===== src/rtl/time_tag_decoder.sv =====
// -----------------------------------------------------------------------------
// time_tag_decoder
//
// Purpose:
//   This block turns a stream of frontend time-tag words into absolute
//   timestamps. There are two kinds of input word:
//     - Rollover words carry the current period count. The block keeps it in
//       period_reg.
//     - Event words carry a COUNTER-bit coarse counter. The block joins it
//       with period_reg to form {period, counter}.
//   The block starts UNSYNC, and it discards events until it sees a rollover.
//   Each event discarded while unsynced is counted in drop_count, which
//   saturates at 0xFFFF.
//
// Configuration:
//   TIME_TAG_CHECK_EN (macro) -- when defined, a rollover accepted in SYNC is
//   checked against period_reg+1. On a discontinuity seq_err pulses for one
//   cycle. When the macro is undefined, seq_err is tied low and no comparator
//   is built.
//
// Ports:
//   clk        in   sole clock, rising edge
//   rst        in   asynchronous active-high reset
//   in_valid   in   input word present
//   in_ready   out  input word accepted when in_valid && in_ready
//   in_type    in   0 = event word, 1 = rollover word
//   in_data    in   rollover: period; event: counter in [COUNTER-1:0]
//   desync     in   request to drop sync on the next edge
//   out_valid  out  decoded timestamp present
//   out_ready  in   downstream accepts out_time
//   out_time   out  {period, counter} absolute timestamp
//   synced     out  high in SYNC
//   drop_count out  events discarded while unsynced (saturating)
//   seq_err    out  one-cycle pulse on a period discontinuity
// -----------------------------------------------------------------------------
module time_tag_decoder #(
  parameter int COUNTER  = 19,
  parameter int PERIOD_W = 48
) (
  input  logic                        clk,
  input  logic                        rst,
  input  logic                        in_valid,
  output logic                        in_ready,
  input  logic                        in_type,
  input  logic [PERIOD_W-1:0]         in_data,
  input  logic                        desync,
  output logic                        out_valid,
  input  logic                        out_ready,
  output logic [PERIOD_W+COUNTER-1:0] out_time,
  output logic                        synced,
  output logic [15:0]                 drop_count,
  output logic                        seq_err
);

  typedef enum logic {
    UNSYNC = 1'b0,
    SYNC   = 1'b1
  } state_t;

  state_t                      state_reg;
  logic [PERIOD_W-1:0]         period_reg;
  logic                        out_valid_reg;
  logic [PERIOD_W+COUNTER-1:0] out_time_reg;
  logic [15:0]                 drop_count_reg;
  logic                        accept;

  // Back-pressure depends only on the output stage. This lets a draining
  // output and a new event share the same edge (accept-and-replace).
  assign in_ready = !out_valid_reg || out_ready;
  assign accept   = in_valid && in_ready;

  assign out_valid  = out_valid_reg;
  assign out_time   = out_time_reg;
  assign synced     = (state_reg == SYNC);
  assign drop_count = drop_count_reg;

`ifdef TIME_TAG_CHECK_EN
  logic                seq_err_reg;
  logic [PERIOD_W-1:0] period_inc;

  // The increment is width-limited, so max period + 1 wraps to 0 as expected.
  assign period_inc = period_reg + {{(PERIOD_W-1){1'b0}}, 1'b1};
  assign seq_err    = seq_err_reg;
`else
  assign seq_err = 1'b0;
`endif

  always_ff @(posedge clk or posedge rst) begin
    if (rst) begin
      state_reg      <= UNSYNC;
      period_reg     <= '0;
      out_valid_reg  <= 1'b0;
      out_time_reg   <= '0;
      drop_count_reg <= '0;
`ifdef TIME_TAG_CHECK_EN
      seq_err_reg    <= 1'b0;
`endif
    end else begin
`ifdef TIME_TAG_CHECK_EN
      seq_err_reg <= 1'b0;
`endif
      // The downstream took the current timestamp. A new event later in this
      // block overrides this clear, which gives accept-and-replace.
      if (out_valid_reg && out_ready) begin
        out_valid_reg <= 1'b0;
      end

      if (desync) begin
        // desync wins over a rollover in the same cycle, and that rollover is
        // lost. An event in the same cycle is counted as dropped. A pending
        // output is kept.
        state_reg <= UNSYNC;
        if (accept && !in_type && (drop_count_reg != 16'hFFFF)) begin
          drop_count_reg <= drop_count_reg + 16'd1;
        end
      end else if (accept) begin
        case (state_reg)
          UNSYNC: begin
            if (in_type) begin
              period_reg <= in_data;
              state_reg  <= SYNC;
            end else if (drop_count_reg != 16'hFFFF) begin
              drop_count_reg <= drop_count_reg + 16'd1;
            end
          end
          SYNC: begin
            if (in_type) begin
              period_reg <= in_data;
`ifdef TIME_TAG_CHECK_EN
              seq_err_reg <= (in_data != period_inc);
`endif
            end else begin
              out_time_reg  <= {period_reg, in_data[COUNTER-1:0]};
              out_valid_reg <= 1'b1;
            end
          end
          default: state_reg <= UNSYNC;
        endcase
      end
    end
  end

endmodule

===== config.mk =====
export PLATFORM = sky130hd
export DESIGN_NAME = time_tag_decoder
export DESIGN_NICKNAME = d
export VERILOG_FILES = /design/src/rtl/time_tag_decoder.sv
export SDC_FILE = /design/constraint.sdc
export NUM_CORES = 1
export LEC_CHECK = 0
export CORE_UTILIZATION = 30
export DETAILED_ROUTE_END_ITERATION = 6
export SKIP_LAST_GASP = 1
export SLEW_MARGIN = 25
export SYNTH_ARGS = -nofsm -noshare
export SYNTH_HDL_FRONTEND = slang
export SYNTH_SLANG_ARGS = --single-unit
export TNS_END_PERCENT = 5

===== constraint.sdc =====
create_clock -name clk -period 9.2 [get_ports clk]
set_input_delay 1.84 -clock clk [delete_from_list [all_inputs] [get_ports clk]]
set_output_delay 1.84 -clock clk [all_outputs]
set_load 0.1 [all_outputs]

# Word level (Yosys, flattened, before mapping)
# Cells that the tools add are included.
[classes]
n_addsub = 1
eq_ne = 4
n_mux = 16
n_bitwise = 2
n_reduce_logical = 12
[op_table]
columns = ["operator", "n"]
rows = [
  ["$mux W16", 6],
  ["$mux W48", 1],
  ["$add A16 B1 Y16 const B", 1],
  ["$ne A16 B16 Y1 const B", 1],
  ["$mux W1", 9],
  ["$reduce_and A5 Y1", 1],
  ["$logic_and A1 B1 Y1", 4],
  ["$ne A2 B1 Y1 const B", 2],
  ["$reduce_and A4 Y1", 1],
  ["$reduce_bool A2 Y1", 2],
  ["$reduce_and A3 Y1", 1],
  ["$logic_not A1 Y1", 2],
  ["$ne A2 B2 Y1 const B", 1],
  ["$not A1 Y1", 2],
  ["$logic_or A1 B1 Y1", 1],
]
[totals]
register_bits = 133
in_bits = 54
out_inout_bits = 87

# Longest topological paths before layout
[depth]
word_depth = 7
depth_mapped = 7

# Worst setup path after synthesis
# No wires, ideal clock.
[synth_path]
path_type = "input-to-output"
start = "in out_ready"
end = "out in_ready"
t_arrival_ps = 2388
t_required_ps = 7360
path_slack_ps = 4972
cell_stages = 2
n_path_buf = 1
cell_sequence = "nand2b_1 buf_2"
[synth_via]
elab_chain_len = 1
[synth_lines]
columns = ["element", "line", "source"]
rows = [
  ["start: declaration", "48", "input logic out_ready,"],
  ["$logic_or A1 B1 Y1", "69", "assign in_ready = !out_valid_reg || out_ready;"],
  ["end: declaration", "43", "output logic in_ready,"],
]
# Every way passes these cells.

# Final worst setup path
# Ends and elaborated chain as after synthesis.

==> summary.md <==
| Metric | Value |
|---|---|
| Initial antenna violation count | 0 |
| CP endpoint kind | primary output |
| Worst endpoint data arrival time | roughly 3.7 ns |
| Worst Skew | 0.00699 ns |
| Compound-Gate Fraction of Synth Area | 1.62% |
| Total setup buffers inserted after CTS | 0 |
| Core area | 16700 um^2 |
| Synth Warn # | 0 |
| HP Class | reg2reg |
| Most Frequent Cell on Critical Path | clkdlybuf4s50_1 |
| Area grow syn2layout | 42.4% |
| Sequential share of power | between 20% and 30% |
| # rows | 47 |
| Simple-Gate Fraction of Synth Area | under 10% |
| Worst path slowest cell | clkdlybuf4s50_1 |
| Reg clk slew, reported paths | 0.05 ns |
| Detailed Place HPWL | 7.39 mm |
| Cells along the critical path | clkdlybuf4s50_1, nand2b_1, clkdlybuf4s50_1 |
| Num CTS Buffers | 17 |
| Crit-path max cell delay | 1.18 ns |
| First-pass GRT wire length | 18.1 mm |
| Startpoint types | primary input |
| WL/cell | roughly 16 um |
| LEAKAGE | 3.09 nW |
| Avg Inst Size Synth | between 15 and 20 um^2 |
| Clock Tree Buf Depth | 2 |
| Hold Buf Count CTS | 0 |
| R2r setup slk | 7.08 ns |
| Overall Power | between 0.002 and 0.003 W |
| DR vias | 3215 |
| Net Count, Synth | 386 |
| FF-to-FF Start | out_valid |
| Post-synthesis xor/xnor area fraction | 2.36% |
| Post-CTS sizing | 0 |
| Slew Viols, Final | 0 |
| Clk sinks | roughly 130 |
| GRT Total Usage | 13.3% |
| Switching share of power | 47.3% |
| Fmax achieved | 0.181 GHz |
| Crit-path max FO | 7 |
| Kind of critical path | in2out |
| GP Congestion | 0.757 |
| Initial Util | a little under a third |
| Pwr dens | 377 nW/um^2 |
| Most frequent cells in the layout | 139 x clkdlybuf4s50_1, 133 x dfrtp_1, 110 x mux2_2, 17 x clkbuf_16, 9 x xor2_1 |
| Area contributors post-synth | dfrtp_1 64%, mux2_2 24%, mux2_1 1.5% |
| Area leader, netlist | dfrtp_1 |
| Seq/Total Area, Yosys | roughly 64% |
| Hold Vio Cnt, Final | 0 |
| Fin nets | 533 |
| Fraction of layout cells with a size suffix above 1 | 30.5% |
| MaxCap Viol Count | 0 |
| Root Buffer | clkbuf_16 |
| Die Area | 17800 um^2 |
| Iteration-0 DRC count of the detailed router | 145 |
| Synth Area in Adders | 0.241% |
| Largest family of logic cells by synthesized area | multiplexers |
| PortBufs | 139 |
| Post-synth cell types | 31 |
| Combinational Power Share | between 40% and 50% |
| VDD IR max | ~0.19 mV |
| Fin crit share | 60.0% |
| FF+latch count, synth | 133 |
| Final ANT Viol Nets | 0 |
| Vias/cell | 4.52 |
| Worst setup path end | in_ready |
| Drt total wl | 11.0 mm |
| Setup TNS | 0 ns |
| Cell Area, Synth | 5180 um^2 |
| Final setup fails | 0 |
| Worst-margin pin slew | around 1.0 ns |
| Yosys top cell area share | 64.2% |
| Commonest non-fill, non-tap cell in the layout | clkdlybuf4s50_1 |
| Clk pwr share | a little under a quarter |
| Worst slew margin | 31.9% |
| Clk_lat worst skew | between 0.4 and 0.5 ns |
| Int Power | 0.00147 W |
| Critical Path RT | 7.36 ns |
| NetSw | 0.00132 W |
| R2r worst-path depth | 5 |
| Die Wd | ~130 um |
| Worst reg2reg path endpoint | out_time[28] |
| Cells after synthesis | 331 |
| Largest register FFs | 67 |
| Vias in the first global route | 3436 |
| Die height | roughly 130 um |
| # H-tree levels | 4 |
| Antenna cells | 0 |
| CP startpoint | out_ready |
| Grt ovf | 0 |
| CTS tree | built |
| Crit path time final | 5.52 ns |
| Outcome | finished, final reports clean |
| Mux cell area share after synthesis | 25.4% |
| DRT Pass-1 Iters | 4 |
| Largest net degree at the start of global routing | 73 |
| Top Ports | ~140 |
| DR DRC count | 0 |
| Hold path startpoint | period_reg[1] |
| Unrepaired setup endpoints after global routing | false |
==> stage by stage <==
step | instance area (um^2) | utilization, % | instances | hold WS, ns | setup WS, ns
after CTS | 7380 | 44.2 | 711 | 0.487 | 3.66
final | 7380 | 44.2 | 711 | 0.481 | 3.68
after detailed placement | 6810 | 40.8 | 679 | 0.474 | 3.68
after global placement | 6810 | 40.8 | 679 | 0.463 | 3.69
after global routing | 7380 | 44.2 | 711 | 0.497 | 3.63
after floorplan | 5180 | - | 331 | 0.452 | 3.81
==> metal layers <==
metal	global-route usage (%)	share of wire [%]	vias up
met5	0	0	-
met4	6.94	2.3	0
met3	4.30	5.2	18
met2	21.7	51	81
met1	15.6	41	1641
li1	-	-	1475
==> worst max-delay path: cells and delay by family <==
kind                   cells  cell delay (ns)
buffers and inverters      2             1.62
AND/OR/NAND/NOR            1             0.22
==> layout make-up <==
| type | count | area [um^2] |
|---|---|---|
| inverter | 1 | 6.26 |
| clock inverter | 12 | 130 |
| multi-input combinational | 183 | 1780 |
| fill | 1536 | 9320 |
| clock buffer | 20 | 447 |
| sequential | 133 | 3330 |
| timing repair buffer | 142 | 1410 |
| tap | 220 | 275 |
==> worst min-delay path by stage <==
stage	depth (start not counted)	slack, ns	to
after floorplan	1	0.45	period_reg[0]
after global placement	1	0.46	period_reg[1]
after detailed placement	1	0.47	period_reg[0]
after CTS	1	0.49	period_reg[1]
after global routing	1	0.50	period_reg[0]
final	1	0.48	period_reg[1]
==> cell usage after synthesis <==
master	instances
mux2_1	7
nand4_1	2
conb_1	1
nor2b_1	1
ha_1	1
a211oi_1	2
o21ai_0	2
nand3_1	6
xor2_1	9
o211ai_1	3
or3_4	1
buf_2	8
inv_1	1
and2_1	1
a2111oi_1	1
nor4_1	5
nand2b_1	3
nand4_2	1
o2111ai_1	2
o21ai_2	1
nor4b_1	1
buf_4	6
nor3_1	1
and3_1	2
and4_1	2
nand2_1	7
nor3_2	1
dfrtp_1	133
nor2_1	5
mux2_2	110
xnor2_1	5
==> logic make-up after synthesis <==
kind of cell | Yosys count
muxes | 117
DFF | 133
buffers and inverters | 15
adders and majority gates | 1
xor gates and xnor gates | 14
and+or+nand+nor | 39
other | 1
AOI/OAI and AO/OA | 11
==> power groups by stage <==
stage	clock network, W	logic, W	registers [W]
4_1_cts	0.000680	0.00131	0.000832
5_1_grt	0.000702	0.00133	0.000854
2_1_floorplan	0	0.000164	0.00166
6_report	0.000653	0.00130	0.000830
3_3_place_gp	0	0.00130	0.000830
3_5_place_dp	0	0.00131	0.000841
Note: power is estimated with default switching activity, not from simulation.
